$ cat src/rtl/mult_share_arbiter.sv
// mult_share_arbiter
//   Round-robin arbiter that shares one fixed-latency, fully pipelined
//   multiplier among N_REQ requesters. Each requester has at most one product
//   in flight. A tag pipeline follows every issue so that the product can be
//   returned to its owner as a one-hot response pulse.
//
// Ports
//   clk        rising-edge clock
//   reset      asynchronous, active-high reset
//   req        per-requester request, held until granted
//   op_a/op_b  packed operands, requester i at [i*WIDTH +: WIDTH]
//   gnt        one-hot grant (combinational from req and registered state)
//   mul_a/b    registered operands to the multiplier
//   mul_start  registered single-cycle issue strobe
//   mul_p      multiplier product, valid MUL_LAT cycles after mul_start
//   rsp_valid  registered one-hot response pulse
//   rsp_data   registered product for the pulsed requester
//   busy       high while any product is in flight
module mult_share_arbiter #(
    parameter int unsigned N_REQ   = 4,
    parameter int unsigned WIDTH   = 16,
    parameter int unsigned MUL_LAT = 2
) (
    input  logic                   clk,
    input  logic                   reset,
    input  logic [N_REQ-1:0]       req,
    input  logic [N_REQ*WIDTH-1:0] op_a,
    input  logic [N_REQ*WIDTH-1:0] op_b,
    output logic [N_REQ-1:0]       gnt,
    output logic [WIDTH-1:0]       mul_a,
    output logic [WIDTH-1:0]       mul_b,
    output logic                   mul_start,
    input  logic [2*WIDTH-1:0]     mul_p,
    output logic [N_REQ-1:0]       rsp_valid,
    output logic [2*WIDTH-1:0]     rsp_data,
    output logic                   busy
);

    localparam int unsigned IDX_W = $clog2(N_REQ);
    typedef logic [IDX_W-1:0] idx_t;

    // Candidate index base+k, wrapped mod N_REQ (k < N_REQ).
    function automatic idx_t wrap_add(input idx_t base, input int unsigned k);
        int unsigned s;
        s = 32'(base) + k;
        if (s >= N_REQ) begin
            s = s - N_REQ;
        end
        return idx_t'(s);
    endfunction

    logic [N_REQ-1:0] pending_q, pending_d;
    logic [N_REQ-1:0] elig;
    idx_t             rr_ptr_q, rr_ptr_d;
    idx_t             gnt_idx;
    idx_t             cand;
    logic             gnt_any;
    logic [WIDTH-1:0] sel_a, sel_b;

    // Tag pipeline: stage k is visible k+1 cycles after the grant cycle, so
    // the tail (stage MUL_LAT) lines up with the cycle mul_p is valid.
    logic             tag_vld_q [MUL_LAT+1];
    idx_t             tag_q     [MUL_LAT+1];
    logic             rsp_fire;
    idx_t             rsp_tag;
    logic [N_REQ-1:0] rsp_onehot;

    // Round-robin search starting at rr_ptr.
    always_comb begin
        elig    = req & ~pending_q;
        gnt_any = 1'b0;
        gnt_idx = '0;
        cand    = '0;
        for (int unsigned k = 0; k < N_REQ; k++) begin
            cand = wrap_add(rr_ptr_q, k);
            if (!gnt_any && elig[cand]) begin
                gnt_any = 1'b1;
                gnt_idx = cand;
            end
        end
    end

    always_comb begin
        gnt = '0;
        if (gnt_any && !reset) begin
            gnt[gnt_idx] = 1'b1;
        end
    end

    always_comb begin
        sel_a = op_a[gnt_idx*WIDTH +: WIDTH];
        sel_b = op_b[gnt_idx*WIDTH +: WIDTH];
    end

    always_comb begin
        rr_ptr_d = rr_ptr_q;
        if (gnt_any) begin
            rr_ptr_d = (gnt_idx == idx_t'(N_REQ - 1)) ? '0 : gnt_idx + 1'b1;
        end
    end

    always_comb begin
        rsp_fire   = tag_vld_q[MUL_LAT];
        rsp_tag    = tag_q[MUL_LAT];
        rsp_onehot = '0;
        if (rsp_fire) begin
            rsp_onehot[rsp_tag] = 1'b1;
        end
    end

    // A requester cannot be granted while pending, so the clear and the set
    // never target the same bit in one cycle.
    always_comb begin
        pending_d = pending_q & ~rsp_onehot;
        if (gnt_any) begin
            pending_d[gnt_idx] = 1'b1;
        end
    end

    always_ff @(posedge clk or posedge reset) begin
        if (reset) begin
            rr_ptr_q  <= '0;
            pending_q <= '0;
            mul_a     <= '0;
            mul_b     <= '0;
            mul_start <= 1'b0;
            rsp_valid <= '0;
            rsp_data  <= '0;
            for (int unsigned k = 0; k <= MUL_LAT; k++) begin
                tag_vld_q[k] <= 1'b0;
                tag_q[k]     <= '0;
            end
        end else begin
            rr_ptr_q  <= rr_ptr_d;
            pending_q <= pending_d;
            mul_start <= gnt_any;
            if (gnt_any) begin
                mul_a <= sel_a;
                mul_b <= sel_b;
            end
            tag_vld_q[0] <= gnt_any;
            tag_q[0]     <= gnt_idx;
            for (int unsigned k = 1; k <= MUL_LAT; k++) begin
                tag_vld_q[k] <= tag_vld_q[k-1];
                tag_q[k]     <= tag_q[k-1];
            end
            rsp_valid <= rsp_onehot;
            if (rsp_fire) begin
                rsp_data <= mul_p;
            end
        end
    end

    assign busy = |pending_q;

endmodule
$ cat config.mk
export PLATFORM = sky130hd
export DESIGN_NAME = mult_share_arbiter
export DESIGN_NICKNAME = d
export VERILOG_FILES = /design/src/rtl/mult_share_arbiter.sv
export SDC_FILE = /design/constraint.sdc
export NUM_CORES = 1
export LEC_CHECK = 0
export ABC_AREA = 1
export CAP_MARGIN = 20
export CORE_MARGIN = 2
export CORE_UTILIZATION = 41
export DETAILED_ROUTE_END_ITERATION = 10
export GPL_TIMING_DRIVEN = 0
export PLACE_DENSITY = 0.92
export SLEW_MARGIN = 40
export SYNTH_ARGS = -nofsm -noshare
export SYNTH_HDL_FRONTEND = slang
export SYNTH_SLANG_ARGS = --single-unit
$ cat constraint.sdc
create_clock -name clk -period 4.6 [get_ports clk]
set_input_delay 0.92 -clock clk [delete_from_list [all_inputs] [get_ports clk]]
set_output_delay 0.92 -clock clk [all_outputs]
set_load 0.05 [all_outputs]
# Yosys cells after proc, flatten, opt, wreduce, memory -nomap -nowiden
# Cells that the tools add are included.
word_totals:
  reg_bits: 83
  output_inout_bits: 74
  word_cells: 79
classes:
  n_addsub: 8
  magnitude_cmp: 12
  n_eq_ne: 1
  shifts: 2
  n_mux: 28
  bitwise: 5
  reduce_logical: 11
ops:
  columns: ["op", "n"]
  rows:
  - ["$shiftx 64x7->16", 2]
  - ["$lt 2x3->1 const B", 6]
  - ["$mux 2", 9]
  - ["$mux 4", 3]
  - ["$mux 1", 10]
  - ["$ge 3x3->1 const B", 3]
  - ["$and 4x4->4", 2]
  - ["$bmux 1 s2", 4]
  - ["$not 4->4", 2]
  - ["$sub 2x1->2 const B", 4]
  - ["$add 2x2->3 const B", 2]
  - ["$logic_and 1x1->1", 6]
  - ["$demux 1 s2", 2]
  - ["$ge 2x1->1 const B", 2]
  - ["$logic_not 1->1", 4]
  - ["$or 4x4->4", 1]
  - ["$reduce_or 4->1", 1]
  - ["$add 2x1->3 const B", 1]
  - ["$ge 2x3->1 const B", 1]
  - ["$add 2x1->2 const B", 1]
  - ["$eq 2x2->1 const B", 1]

# Depth between registers and ports, before layout
# Gate-level depths: netlist of the first run.
depth:
  depth_word: 20
  depth_mapped: 16
  ltp_nobuf: 14

# Worst setup path after synthesis of the first run
# Ideal clock, no wire load.
synth_timing:
  kind: "input port to output port"
  startpoint: "input reset"
  endpoint: "output gnt[0]"
  arrival_ns: 3.665
  t_required_ns: 3.680
  slack_ns: 0.015
  path_stages: 3
  path_buffers: 0
  path_cell_list: "inv_1 nand2_1 nor2_1"
synth_via:
  elab_chain_cells: 3
synth_rtl:
  columns: ["element", "line_no", "rtl"]
  rows:
  - ["from (decl)", "25", "input logic reset,"]
  - ["$logic_not 1->1 (no line)", null, null]
  - ["$logic_and 1x1->1", "85", "if (gnt_any && !reset) begin"]
  - ["$mux 4", "85", null]
  - ["to (decl)", "29", "output logic [N_REQ-1:0] gnt,"]
# No other way between the ends.

# Worst setup path after layout of the first run
layout_timing:
  startpoint: "input req[1]"
  endpoint: "output gnt[2]"
layout_via:
  elab_chain_cells: 18
  elab_cells_between_ends: 30
layout_rtl:
  columns: ["element", "line_no", "rtl"]
  rows:
  - ["from (decl)", "26", "input logic [N_REQ-1:0] req,"]
  - ["$and 4x4->4 (*)", "70", "elig = req & ~pending_q;"]
  - ["$bmux 1 s2", "76", "if (!gnt_any && elig[cand]) begin"]
  - ["$mux 1 (not written as such)", "76", null]
  - ["$mux 1", "76", null]
  - ["$logic_not 1->1", "76", null]
  - ["$logic_and 1x1->1", "76", null]
  - ["$mux 1", "76", null]
  - ["$logic_not 1->1", "76", null]
  - ["[2 not listed]", null, null]
  - ["$logic_not 1->1", "76", null]
  - ["$logic_and 1x1->1", "76", null]
  - ["$mux 2", "76", null]
  - ["$lt 2x3->1 (not written as such) / $ge 2x1->1 (equally long branches)", "86", "gnt[gnt_idx] = 1'b1;"]
  - ["$logic_and 1x1->1 (not written as such)", "86", null]
  - ["$mux 1 (not written as such)", "86", null]
  - ["$demux 1 s2", "86", null]
  - ["$mux 4 (*)", "85", null]
# Every way passes the cells marked *; elsewhere a longest branch is shown, timed or not. The select of a mux whose other input is x is not followed.

==> results of run 1 <==
logic make-up (layout without fill, tap and decap cells):
group	count (synthesis)	after routing	share of synthesized area (%)
AND/OR/NAND/NOR	412	412	35.9
buffers and inverters	119	375	11.7
flip-flops	83	83	43.2
multiplexers	32	32	7.49
AO/OA/AOI/OAI	10	10	1.25
adder cells (fa/ha/maj)	2	2	0.520
sequential cells by signal (all words and copies together) (netlist names):
name / flops
rsp_valid: 4
rsp_data: 32
pending_q: 4
mul_a: 16
tag_vld_q: 2
rsp_tag: 2
tag_q: 4
rsp_fire: 1
mul_b: 16
rr_ptr_q: 2
power breakdown:
group | internal (mW) | switching [mW]
registers | 1.02 | 0.155
logic | 0.821 | 1.46
clock network | 0.422 | 0.289
layout make-up:
cell class / count / area share (%)
Timing Repair Buffer: 240 / 31.4
Multi-Input combinational cell: 456 / 28.2
Sequential cell: 83 / 26.9
Inverter: 81 / 4.07
Buffer: 38 / 3.28
Clock buffer: 10 / 2.97
Tap cell: 143 / 2.32
Clock inverter: 6 / 0.843
synth_stat cells, drive strengths merged:
library cell	n
a21oi	3
o22ai	3
nor2	9
nand4	2
inv	80
a21o	1
nand3	113
nand2	288
o21ai	3
ha	2
dfrtp	83
clkinv	1
mux2	32
buf	34
clkbuf	4
critical path: stages:
cell and delay, ns:
clkdlybuf4s50_1 0.49, nand3_1 0.14, nand3_1 0.12, nand2_2 0.10, a21oi_1 0.17, nand2_1 0.11
nand2_2 0.15, buf_2 0.27, ha_1 0.18, inv_1 0.05, nor2_1 0.12, dlygate4sd2_1 0.57
layer usage:
layer / vias to the layer above / global-route usage, % / share of wire, %
li1: 2545 / - / -
met3: 23 / 6.05 / 8.3
met4: 0 / 7.24 / 1.7
met1: 2310 / 29.4 / 41
met2: 244 / 44.2 / 49
met5: - / 0 / 0
path summary, 6_finish.rpt:
| check | depth (start not counted) | start | slack (ns) | end |
|---|---|---|---|---|
| worst max-delay path | 12 | req[1] | 0.28 | gnt[2] |
| worst min-delay path | 0 | tag_q[4] | 0.34 | tag_q[2] |
| worst max register to register | 13 | rr_ptr_q[0] | 2.29 | rr_ptr_q[1] |
| worst min register to register | 0 | tag_q[4] | 0.34 | tag_q[2] |
| max in group asynchronous | 3 | reset | 3.04 | mul_b[8] |
| min in group asynchronous | 2 | reset | 1.00 | rsp_data[14] |
metrics by stage:
step	setup TNS [ns]	power [mW]	utilization (%)
floorplan	0	2.59	-
global placement	-4.40	3.42	64.7
detailed placement	-0.000861	3.48	64.9
CTS	0	4.20	67.5
global route	0	4.36	67.6
finish	0	4.17	67.6
repair_timing:
item / CTS / global route
gates cloned: 0 / 0
gates resized for setup: 1 / 3
endpoints found under the setup margin: 1 / 3
==> impl_metrics.yaml, run 1 <==
setup_path:
  startpoint_type: "input pin"
  cp.arrival_ns: 3.40
  path_class: "in -> out"
  cp_max_fo: 10
  cp-end-kind: "output pin"
  crit_required_ns: 3.68
floorplanning:
  die_x_um: 112
  fp.dieH_um: 112
  die_area_um2: 12600
  boundaryPins: 240
  start_util_pct: 42.1
  rows: 39
  coreArea_um2: 11400
placed_design:
  dp.cells: 1041
  place_ws_ns: -0.000861
  routabilityCongestion: 0.906
  dp_hpwl_um: 12000
  dpl-instance-area_um2: 7420
  io_buffers: 239
timing:
  period_needed_ns: 4.32
  relSlewSlack_pct: 61.3
  skew_ns: 0.00609
  rsz0062_at_grt: "no"
  setup_viol: 0
  finalHoldViolations: 0
  period_share_pct: 93.9
  drv_slew: 0
  setup_slack_ns: 0.283
  fmax_mhz: 232
  worstMarginPinSlew_ns: 0.581
  holdWs_ns: 0.342
global_route:
  grt_max_degree: 49
  grt_use_total_pct: 24.7
  grt_pass1_wl_um: 24800
  grt_pass1_vias: 5060
  grt_overflow_total: 0
  antenna_found_initial: 0
final_layout:
  fin_area_um2: 7720
  multi_input_area_um2: 2170
  regArea_um2: 2080
  nets: 1077
  drive_gt1_share_pct: 10.3
  final_common_cell: "nand2_1"
  nFillCells: 914
  antenna_cells: 0
  final_cell_mix: "283 x nand2_1, 235 x clkdlybuf4s50_1, 110 x nand3_1"
  syn_to_final_growth_pct: 60.3
  instances_no_fill: 1057
job:
  drv_cap: 0
cts:
  hold_buffers: 0
  cts-root-buf: "clkbuf_16"
  cts_tree: "done"
  postCtsSetupBuffers: 0
  clockBufferDepth: 2
  clock_latency_ns: 0.33
  clkSinkCount: 83
  cts_buffers: 9
  clk_pin_slew_worst_paths_ns: 0.06
  cts-htree-levels: 3
power:
  peakVddDrop_mv: 0.508
  power_density_nw_per_um2: 540
  power.leakage_nw: 3.97
detailed_routing:
  viasPerCell: 4.85
  postRouteAntennaNets: 0
  detail_route.iter0.violations: 273
  routedWlPerCell_um: 14.7
  vias: 5122
  drc: 0
  first_pass_iters: 5
  wl_um: 15500
logic_synthesis:
  synth_cells: 658
  synth_cell_types: 25
  synth_area_leader_cell: "dfrtp_1"
  yosysWarnings: 0
  syn_nets: 826
  yosysSeqAreaShare_pct: 43.2
  synth_area_per_cell_um2: 7.31
  synth-seq-cells: 83
  synth_area_um2: 4810
  synth.top_cell.area_share_pct: 43.2
  synth_area_leaders: "dfrtp_1 43%, nand2_1 22%, nand3_1 11%"
status:
  status: "completed"
min_path:
  hold_path.class: "reg -> reg"
(Power assumes the default switching activity.)
==> inputs of run 2 (changes only) <==
REMOVE_ABC_BUFFERS = 1   (was default)
==> run 2 against run 1 <==
Wire length grew 2.1%. Combinational power decreased by 2%. Setup slack worse by 0.14 ns. Via count decreased by 0.57%. Sequential share of layout area increased by 0.38 points. Largest cell class unchanged. Design area decreased by 1.3%. Cell count fell by 2.8%. Non-clock buffer count down 34.
==> impl_metrics.yaml, run 2 (same netlist as run 1, synthesis figures left out) <==
status:
  status: "completed"
final_layout:
  fin_util_pct: 66.7
  largest_reg_flops: 32
  fin_area_um2: 7610
  largest_registers: "rsp_data: 32 flops, mul_a: 16 flops, mul_b: 16 flops"
  final_cell_mix: "282 x nand2_1, 235 x clkdlybuf4s50_1, 110 x nand3_1"
  nets: 1047
  nFillCells: 933
  antenna_cells: 0
  drive_gt1_share_pct: 8.71
  regMostFlops: "rsp_data"
  syn_to_final_growth_pct: 58.2
  final_common_cell: "nand2_1"
timing:
  period_share_pct: 96.9
  rsz0062_at_grt: "no"
  fmax_mhz: 224
  drv_slew: 0
  holdWs_ns: 0.353
  finalHoldViolations: 0
  relSlewSlack_pct: 50.9
  skew_ns: 0.0107
  setup_viol: 0
  worstMarginPinSlew_ns: 0.736
  period_needed_ns: 4.46
placed_design:
  dpl-instance-area_um2: 7200
  dp_hpwl_um: 10400
  io_buffers: 239
  routabilityCongestion: 0.840
floorplanning:
  boundaryPins: 240
  fp.dieH_um: 112
  die_area_um2: 12600
  rows: 39
  die_x_um: 112
  start_util_pct: 42.1
  coreArea_um2: 11400
global_route:
  grt_use_total_pct: 25.0
  antenna_found_initial: 0
  grt_pass1_vias: 5210
  grtUsageMet3_pct: 4.27
  grt_pass1_wl_um: 25200
  grt_max_degree: 57
  grt_busiest_layer: "met2"
  grt_util_met1_pct: 29.0
  grt_overflow_total: 0
  use_met2_pct: 44.7
detailed_routing:
  postRouteAntennaNets: 0
  wl_um: 15900
  routedWlPerCell_um: 15.5
  viasPerCell: 4.96
  first_pass_iters: 5
  detail_route.iter0.violations: 283
  drc: 0
  vias: 5093
min_path:
  min-delay-start: "tag_q[2]"
  holdPathStages: 0
  hold_end: "rsp_tag[0]"
  hold_path.class: "reg -> reg"
power:
  total_power_mw: 4.18
  power_density_nw_per_um2: 549
  comb_power_share_pct: 53.7
  power.leakage_nw: 3.85
  switching_power_mw: 1.91
  seq_power_share_pct: 28.8
  swShare_pct: 45.7
  p_clk_share_pct: 17.6
  peakVddDrop_mv: 0.618
  p_int_mw: 2.27
setup_path:
  startpoint_type: "input pin"
  reg2reg_depth: 14
  crit_required_ns: 3.68
  cp-end-kind: "output pin"
  ff2ff_setup_slack_ns: 1.70
  reg2reg_from: "rr_ptr_q[0]"
  path_class: "in -> out"
  cp_max_fo: 34
  worstReg2RegEnd: "mul_a[9]"
  cp.arrival_ns: 3.54
cts:
  clock_latency_ns: 0.33
  cts-root-buf: "clkbuf_16"
  clockBufferDepth: 2
  clkSinkCount: 83
  cts_buffers: 9
  hold_buffers: 0
  cts_tree: "done"
  clk_pin_slew_worst_paths_ns: 0.06
  cts-htree-levels: 3
job:
  drv_cap: 0
==> run 2: changes by cell type in the layout (fill, tap and decap cells not counted), sizes merged <==
cell / change
buf: -30
clkbuf: -1
clkdlybuf4s15: +2
dlygate4sd2: -1
dlymetal6s2s: -3
inv: -1
nand2: +2
nand3: +2
==> run 2: worst max-delay path by stage <==
| stage | start | end | slack, ns | cells after the start |
|---|---|---|---|---|
| floorplan | req[3] | gnt[3] | -0.66 | 10 |
| global placement | req[3] | gnt[3] | -2.80 | 13 |
| detailed placement | req[3] | gnt[3] | -1.02 | 12 |
| CTS | req[3] | gnt[3] | -0.04 | 12 |
| global route | req[3] | gnt[0] | 0.02 | 12 |
| finish | req[3] | gnt[0] | 0.14 | 12 |
==> run 2: metal layers <==
| layer | wire length, um | up-vias |
|---|---|---|
| li1 | - | 2490 |
| met1 | 6370 | 2349 |
| met2 | 8100 | 212 |
| met3 | 900 | 42 |
| met4 | 502 | 0 |
| met5 | 0 | - |
==> run 2: power groups by stage <==
| stage | logic [mW] | clock network [mW] | registers (mW) |
|---|---|---|---|
| 2_1_floorplan | 0.385 | 0 | 2.20 |
| 3_3_place_gp | 2.22 | 0 | 1.19 |
| 3_5_place_dp | 2.25 | 0 | 1.21 |
| 4_1_cts | 2.26 | 0.749 | 1.21 |
| 5_1_grt | 2.34 | 0.779 | 1.24 |
| 6_report | 2.24 | 0.734 | 1.20 |
==> run 2: timing repair <==
| item | CTS | global route |
|---|---|---|
| buffers inserted | 0 | 3 |
| hold endpoints to repair | 0 | 0 |
| cloned | 3 | 1 |
| setup endpoints to repair | 4 | 4 |
| pin swaps | 1 | 1 |
| resized for setup | 12 | 6 |
==> run 2: cell type report <==
class / instances / area, um2 / area share (%)
clock inverter: 5 / 60.1 / 0.789
tap: 143 / 179 / 2.35
multi-input combinational: 460 / 2270 / 29.9
timing repair buffer: 244 / 2450 / 32.2
sequential: 83 / 2080 / 27.3
inverter: 81 / 324 / 4.26
clock buffer: 11 / 243 / 3.19
==> run 2: per-stage QoR <==
step	TNS [ns]	setup slack (ns)	std cells
final	0	0.144	1027
after global placement	-51.74	-2.80	1002
after CTS	-0.0377	-0.0377	1023
after floorplan	-2.06	-0.663	620
after detailed placement	-3.80	-1.02	1004
after global routing	0	0.0201	1027
==> run 2: critical path: stages <==
cell and delay [ns]:
clkdlybuf4s50_1 0.50, nand3_1 0.14, nand3_1 0.16, nand2_2 0.18, nand3_2 0.26, nand2_1 0.14, o21ai_4 0.12, nand2_8 0.24
clkinv_8 0.23, nand2_1 0.12, nor2_1 0.12, clkdlybuf4s15_2 0.38
==> inputs of run 3 (changes only) <==
CORE_UTILIZATION = 44   (was 41)
GPL_TIMING_DRIVEN = default   (was 0)
PLACE_DENSITY = 0.95   (was 0.92)
clock period = 5.8 ns   (was 4.6 ns; I/O delays follow)
==> run 3 against run 2 <==
Design area decreased by 2.9%. Wire length decreased by 7.9%. Via count decreased by 2.5%. Total power decreased by 24%. Clock-buffer cell count decreased by 1. First-iteration DRC count increased by 33%. Die area decreased by 6.6%. Critical path depth unchanged. Clock power decreased by 42%. Setup slack improved by 0.88 ns. Global-route usage about the same. Highest routed layer unchanged.
==> impl_metrics.yaml, run 3 (same netlist as run 1, synthesis figures left out) <==
status:
  status: "completed"
cts:
  cts_buffers: 9
  cts_tree: "done"
  cts_resized: 0
  cts-htree-levels: 3
  clock_latency_ns: 0.35
  postCtsSetupBuffers: 0
  clk_pin_slew_worst_paths_ns: 0.10
  clockBufferDepth: 2
  cts-root-buf: "clkbuf_8"
  clkSinkCount: 83
  hold_buffers: 0
timing:
  setup_slack_ns: 1.03
  drv_slew: 0
  fmax_mhz: 210
  setup-tns-final_ns: 0
  rsz0062_at_grt: "no"
  relSlewSlack_pct: 50.6
  period_share_pct: 82.3
  setup_viol: 0
  worstMarginPinSlew_ns: 0.741
  finalHoldViolations: 0
  skew_ns: 0.0200
  period_needed_ns: 4.77
detailed_routing:
  vias: 4964
  routedWlPerCell_um: 14.3
  postRouteAntennaNets: 0
  wl_um: 14600
  drc: 0
  first_pass_iters: 5
  detail_route.iter0.violations: 377
  viasPerCell: 4.86
setup_path:
  crit_path_max_incr_delay_ns: 0.51
  cp.arrival_ns: 3.61
  slowest_stage: "clkdlybuf4s50_1"
  crit_required_ns: 4.64
  cp-end-kind: "output pin"
  cp_max_fo: 34
  cp_cell_sequence: "clkdlybuf4s50_1 > nand3_1 > nand3_1 > nand2_1 > clkinv_1 > nand3_2 > o21ai_2 > nand2_4 > inv_4 > nand2_1 > nor2_1 > buf_12"
  startpoint_type: "input pin"
  path_class: "in -> out"
final_layout:
  nFillCells: 895
  final_cell_mix: "282 x nand2_1, 235 x clkdlybuf4s50_1, 110 x nand3_1"
  regMostFlops: "rsp_data"
  largest_reg_flops: 32
  final_common_cell: "nand2_1"
  syn_to_final_growth_pct: 53.7
  drive_gt1_share_pct: 8.29
  largest_registers: "rsp_data: 32 flops, mul_a: 16 flops, mul_b: 16 flops"
  nets: 1044
  antenna_cells: 0
global_route:
  grt_use_total_pct: 25.0
  grt_pass1_wl_um: 23200
  grt_busiest_layer: "met2"
  use_met2_pct: 45.1
  grt_max_degree: 84
  grt_pass1_vias: 4854
  antenna_found_initial: 0
  grt_util_met1_pct: 29.6
  grtUsageMet3_pct: 4.64
  grt_overflow_total: 0
floorplanning:
  rows: 38
  die_x_um: 109
  boundaryPins: 240
  coreArea_um2: 10700
  start_util_pct: 44.8
  die_area_um2: 11800
  fp.dieH_um: 109
min_path:
  hold_path.class: "reg -> reg"
power:
  power.leakage_nw: 3.75
  peakVddDrop_mv: 0.344
  power_density_nw_per_um2: 429
placed_design:
  dp_hpwl_um: 10600
  io_buffers: 239
  place_ws_ns: 1.11
  routabilityCongestion: 0.883
job:
  drv_cap: 0
[run 3: routing by layer]
layer | share of wire, % | wire length (um) | vias to the layer above
li1 | - | - | 2475
met4 | 2.2 | 316 | 0
met5 | 0 | 0 | -
met2 | 52 | 7670 | 172
met3 | 6.2 | 903 | 30
met1 | 39 | 5720 | 2287
[run 3: final cells by class]
cell class	instances	area [um2]	area share (%)
inverter	81	310	4.20
sequential	83	2080	28.1
tap	140	175	2.37
multi-input combinational	456	2180	29.4
clock inverter	6	72.6	0.981
clock buffer	10	128	1.73
timing repair buffer	245	2460	33.2
[run 3: critical path: cells and delay by family]
family,cells,cell delay (ns)
AO/OA/AOI/OAI,1,0.19
AND/OR/NAND/NOR,7,1.07
buffers and inverters,4,1.16
[run 3: where the power goes]
group | internal (mW) | total (mW) | switching [mW]
Combinational | 0.648 | 1.81 | 1.16
Sequential | 0.810 | 0.937 | 0.127
Clock | 0.204 | 0.428 | 0.224
Total | 1.66 | 3.17 | 1.51
[run 3: stage by stage]
stage | util (%) | power (mW) | instances | hold slack (ns) | instance area [um2]
finish | 68.8 | 3.17 | 1021 | 0.344 | 7390
global route | 68.8 | 3.33 | 1021 | 0.349 | 7390
CTS | 68.8 | 3.20 | 1021 | 0.352 | 7390
detailed placement | 67.0 | 2.76 | 1005 | 0.336 | 7190
global placement | 66.9 | 2.71 | 1005 | 0.333 | 7190
floorplan | - | 2.05 | 620 | 0.331 | 4560
[run 3: final timing paths]
| path | from | endpoint | slack, ns | cells after the start |
|---|---|---|---|---|
| worst max-delay path | req[3] | gnt[0] | 1.03 | 12 |
| worst min-delay path | tag_q[2] | rsp_tag[0] | 0.34 | 0 |
| worst max register to register | rr_ptr_q[0] | mul_a[3] | 2.93 | 15 |
| worst min register to register | tag_q[2] | rsp_tag[0] | 0.34 | 0 |
| max in group asynchronous | reset | mul_b[7] | 3.90 | 3 |
| min in group asynchronous | reset | rsp_valid[3] | 1.36 | 3 |
